[src/rtl/compare_sequencer.sv]
// compare_sequencer
//
// Initiator/consumer end of the team's combinational equality comparator.
// An operand pair is accepted over a valid/ready input, driven onto the
// comparator from registers, held there for SETTLE cycles so the comparator
// output can settle, and then cmp_equal is sampled. The verdict is offered
// over a valid/ready output, and saturating match/mismatch counters keep a
// running tally of verdicts.
//
// Parameters
//   W       operand width, must match the comparator
//   SETTLE  cycles the operands are held before sampling (>= 1)
//   CNT_W   width of the verdict counters
//
// Ports
//   clk, rst                 rising-edge clock, synchronous active-high reset
//   in_valid/in_ready        operand pair handshake (in_ready is combinational)
//   in_a, in_b               operand pair
//   cmp_a, cmp_b             registered operands to the comparator
//   cmp_equal                comparator result
//   out_valid/out_ready      verdict handshake
//   out_equal                sampled verdict, 1 = operands equal
//   cnt_clr                  synchronous clear of both counters
//   match_count              saturating count of equal verdicts
//   mismatch_count           saturating count of unequal verdicts

module compare_sequencer #(
  parameter int W      = 16,
  parameter int SETTLE = 2,
  parameter int CNT_W  = 16
) (
  input  logic             clk,
  input  logic             rst,
  input  logic             in_valid,
  output logic             in_ready,
  input  logic [W-1:0]     in_a,
  input  logic [W-1:0]     in_b,
  output logic [W-1:0]     cmp_a,
  output logic [W-1:0]     cmp_b,
  input  logic             cmp_equal,
  output logic             out_valid,
  input  logic             out_ready,
  output logic             out_equal,
  input  logic             cnt_clr,
  output logic [CNT_W-1:0] match_count,
  output logic [CNT_W-1:0] mismatch_count
);

  // A zero settle time would sample the comparator in the same cycle the
  // operands are registered, which the protocol cannot express.
  generate
    if (SETTLE < 1) begin : g_settle_check
      $error("compare_sequencer: SETTLE must be >= 1");
    end
  endgenerate

  // The settle counter only has to hold SETTLE-1; keep at least one bit so
  // SETTLE=1 still yields a legal vector.
  localparam int SW = (SETTLE > 1) ? $clog2(SETTLE) : 1;
  localparam logic [SW-1:0]    SETTLE_LOAD = SW'(SETTLE - 1);
  localparam logic [CNT_W-1:0] CNT_MAX     = '1;

  typedef enum logic [1:0] {
    ST_IDLE,
    ST_SETTLE,
    ST_RESULT
  } state_t;

  state_t        state;
  logic [SW-1:0] scnt;

  // Ready only while idle; masking with rst keeps upstream from believing a
  // pair was taken on an edge where reset wins.
  assign in_ready = (state == ST_IDLE) && !rst;

  // Sequencer. Capture a pair, count down the settle window, sample the
  // comparator into the verdict register and tally it, then hold the verdict
  // until downstream takes it. A clear on the sample edge is applied after
  // the tally so the counters end at zero while the verdict itself is still
  // delivered on out_equal.
  always_ff @(posedge clk) begin
    if (rst) begin
      state          <= ST_IDLE;
      scnt           <= '0;
      cmp_a          <= '0;
      cmp_b          <= '0;
      out_valid      <= 1'b0;
      out_equal      <= 1'b0;
      match_count    <= '0;
      mismatch_count <= '0;
    end else begin
      case (state)
        ST_IDLE: begin
          if (in_valid) begin
            cmp_a <= in_a;
            cmp_b <= in_b;
            scnt  <= SETTLE_LOAD;
            state <= ST_SETTLE;
          end
        end
        ST_SETTLE: begin
          if (scnt != '0) begin
            scnt <= scnt - SW'(1);
          end else begin
            out_equal <= cmp_equal;
            out_valid <= 1'b1;
            state     <= ST_RESULT;
            if (cmp_equal) begin
              if (match_count != CNT_MAX) begin
                match_count <= match_count + CNT_W'(1);
              end
            end else begin
              if (mismatch_count != CNT_MAX) begin
                mismatch_count <= mismatch_count + CNT_W'(1);
              end
            end
          end
        end
        ST_RESULT: begin
          if (out_ready) begin
            out_valid <= 1'b0;
            state     <= ST_IDLE;
          end
        end
        default: begin
          state <= ST_IDLE;
        end
      endcase

      if (cnt_clr) begin
        match_count    <= '0;
        mismatch_count <= '0;
      end
    end
  end

endmodule

[config.mk]
export PLATFORM = sky130hd
export DESIGN_NAME = compare_sequencer
export DESIGN_NICKNAME = d
export VERILOG_FILES = /design/src/rtl/compare_sequencer.sv
export SDC_FILE = /design/constraint.sdc
export NUM_CORES = 1
export LEC_CHECK = 0
export BUFFER_PORTS_ARGS = -buffer_cell sky130_fd_sc_hd__clkbuf_2
export CAP_MARGIN = 20
export CORE_AREA = 5 5 92 94
export CTS_CLUSTER_SIZE = 24
export DETAILED_ROUTE_END_ITERATION = 16
export DIE_AREA = 0 0 97 99
export PLACE_DENSITY = 0.76
export SLEW_MARGIN = 20
export SYNTH_ARGS = -nofsm -noshare
export SYNTH_HDL_FRONTEND = slang
export SYNTH_SLANG_ARGS = --single-unit
[constraint.sdc]
create_clock -name clk -period 3.7 [get_ports clk]
set_input_delay 0.555 -clock clk [delete_from_list [all_inputs] [get_ports clk]]
set_output_delay 0.555 -clock clk [all_outputs]
set_load 0.005 [all_outputs]
==> reports/metrics.yaml <==
worst_setup_path:
  path_class: "reg -> reg"
  critPathBufInv: 1
  cp_top_family: "simple AND/OR/NAND/NOR gates"
  cp_slowest_cell: "nor4_2"
  crit_path_end_kind: "flop"
  slowest_delay_ps: 660
  crit_chain: "ha_1 -> nand4_1 -> nor4_2 -> buf_4 -> o21ai_0 -> a21oi_1"
  cp.required_ps: 3970
  worstSetupStartpointType: "flop"
  cp.arrival_ps: 2390
  cp_max_fo: 11
power_and_ir_drop:
  clkPwrFrac: 0.421
  p_switching_uw: 388
  power_density_nw_per_um2: 427
  sequentialPowerShare: 0.495
  fin_total_pwr_uw: 1600
  vdd_drop_max_uv: 341
  p_int_uw: 1210
  p_sw_frac: 0.243
  p_comb_frac: 0.084
  p_leak_uw: 0.00146
clock_tree:
  clk_latency_ps: 340
  cts_resized: 0
  cts_buffers: 9
  clkSinkCount: 69
  htreeDepth: 3
  root_buffer: "clkbuf_8"
  hold_buffers: 0
  cts.reportedPaths.clkPinSlew_ps: 80
  cts_tree: "yes"
  cts_setup_buffers: 0
  clockBufferDepth: 2
floorplan:
  num_rows: 32
  die_h_um: 99
  start_util: 0.388
  ioPinCount: 105
  dieArea_um2: 9600
  fp.coreArea_um2: 7570
  die_x_um: 97
timing:
  finalSetupViolCount: 0
  skew_ps: 7.18
  max_slew.worst_pin.slew_ps: 786
  finalSetupTns_ps: 0
  max_freq_mhz: 471
  fin_crit_ps: 2120
  relSlewSlack: 0.476
  finalHoldViolCount: 0
  finalCritPeriodShare: 0.574
  slew_viol_final: 0
  grt_setup_unrepaired: "no"
synthesis:
  ys_ff_latch: 69
  netlist_area_um2: 2940
  async_reset_ff_frac: 0
  synth-edff-count: 0
  synth_top_cell_by_area: "dfxtp_1"
  synth.distinct_cells: 38
  synth.area.top_cells: "dfxtp_1, a21oi_1, nand2_1"
  yosysWarningCount: 0
  ys_seq_area_frac: 0.470
  synth_fp_nets: 396
  syn_avg_cell_area_um2: 8.26
  yosysTopAreaCellShare: 0.470
  synth_ff_type: "dfxtp_1"
  netlist_instances: 356
drt:
  dr.first_iter.drc_count: 78
  drc: 0
  wl_per_cell_um: 13.1
  vias: 2943
  drt-pass1-iter-count: 4
  wirelength_um: 7330
  drtAntennaViolNets: 0
  viasPerCell: 5.26
final_layout:
  final_common_cell: "clkbuf_2"
  fillCellCount: 735
  regArea_um2: 1380
  area_growth_pct: 27.5
  drive_gt1_frac: 0.288
  finalNetCount: 493
  final_cells: 560
  diodes: 0
  multiInputGateArea_um2: 1460
  mostFrequentLayoutCells: "clkbuf_2, nand2_1, dfxtp_1"
grt:
  antenna_found_initial: 0
  grt_max_degree: 41
  grt.total_usage: 0.154
  grt_pass1_vias: 2873
  grt_pass1_wl_um: 12500
  grt_overflow: 0
placement:
  placed_cells: 544
  portBuffers: 104
  hpwl_um: 5420
  gp_congestion: 0.837
hold_path:
  hp-class: "in -> reg"
status:
  status: "complete, no violations"
job:
  drv_cap: 0
[layout make-up]
cell class,instances,area share
Timing Repair Buffer,105,0.141
Tap cell,102,0.0340
Clock buffer,9,0.0330
Clock inverter,7,0.0264
Inverter,7,0.00701
Sequential cell,69,0.368
Multi-Input combinational cell,261,0.390
[power by group through the flow]
stage                     sequential, uW  clock (uW)  combinational, uW
after floorplan                      806           0               78.3
after global placement               808           0                135
after detailed placement             810           0                136
after CTS                            793         699                136
after global routing                 796         731                156
final                                792         674                135
[stage by stage]
step,setup slack [ps],hold slack (ps),instance area [um^2],util
final,1580,429,3750,0.495
after global routing,1390,415,3750,0.495
after CTS,1580,405,3740,0.495
after detailed placement,1490,451,3520,0.465
after global placement,1550,441,3520,0.465
after floorplan,1800,453,2940,-
[per-layer routing]
layer | GRT usage | share of wire
met1 | 0.180 | 0.43
met3 | 0.0616 | 0.094
met5 | 0 | 0
met2 | 0.255 | 0.46
met4 | 0.0583 | 0.011
[worst paths after layout]
path	startpoint	to	slack (ps)	cells past startpoint
max	mismatch_count[1]	mismatch_count[1]	1580	6
min	in_b[0]	cmp_b[0]	430	3
max reg2reg	mismatch_count[1]	mismatch_count[1]	1580	6
min reg2reg	cmp_a[11]	cmp_a[11]	460	2
[worst reg2reg max path, stage by stage (launching register included)]
cell     delay (ps)
dfxtp_1         460
ha_1            250
nand4_1         150
nor4_2          660
buf_4           280
o21ai_0          90
a21oi_1         160
[synth_stat cells (2+ instances only)]
library cell / count
o41ai_1: 2
nor2_1: 9
nand3_1: 13
or2_2: 2
ha_1: 2
o31ai_1: 11
nor3_1: 4
inv_1: 7
and3_1: 4
nand4_1: 10
o21ai_0: 16
dfxtp_1: 69
nand2_1: 75
a211oi_1: 2
buf_2: 2
nor4_1: 2
a21oi_1: 60
clkbuf_1: 15
or3_1: 12
and4_1: 5
a31oi_1: 3
or4_1: 12
o311ai_0: 2
mux2i_1: 3
[sequential cells by signal (all words and copies together) (netlist names)]
register,count
cmp_b,16
match_count,16
out_valid,1
out_equal,1
cmp_a,16
state,2
scnt,1
mismatch_count,16
[kinds of logic (layout without fill, tap and decap cells)]
kind of cell,count (synthesis),in the layout,share of synthesized area
adder cells (fa/ha/maj),2,2,0.00851
multiplexers,3,3,0.0102
buffers and inverters,26,128,0.0366
AO/OA/AOI/OAI,101,101,0.196
AND/OR/NAND/NOR,155,155,0.279
flip-flops,69,69,0.470
Power figures use the tool's default switching activity.
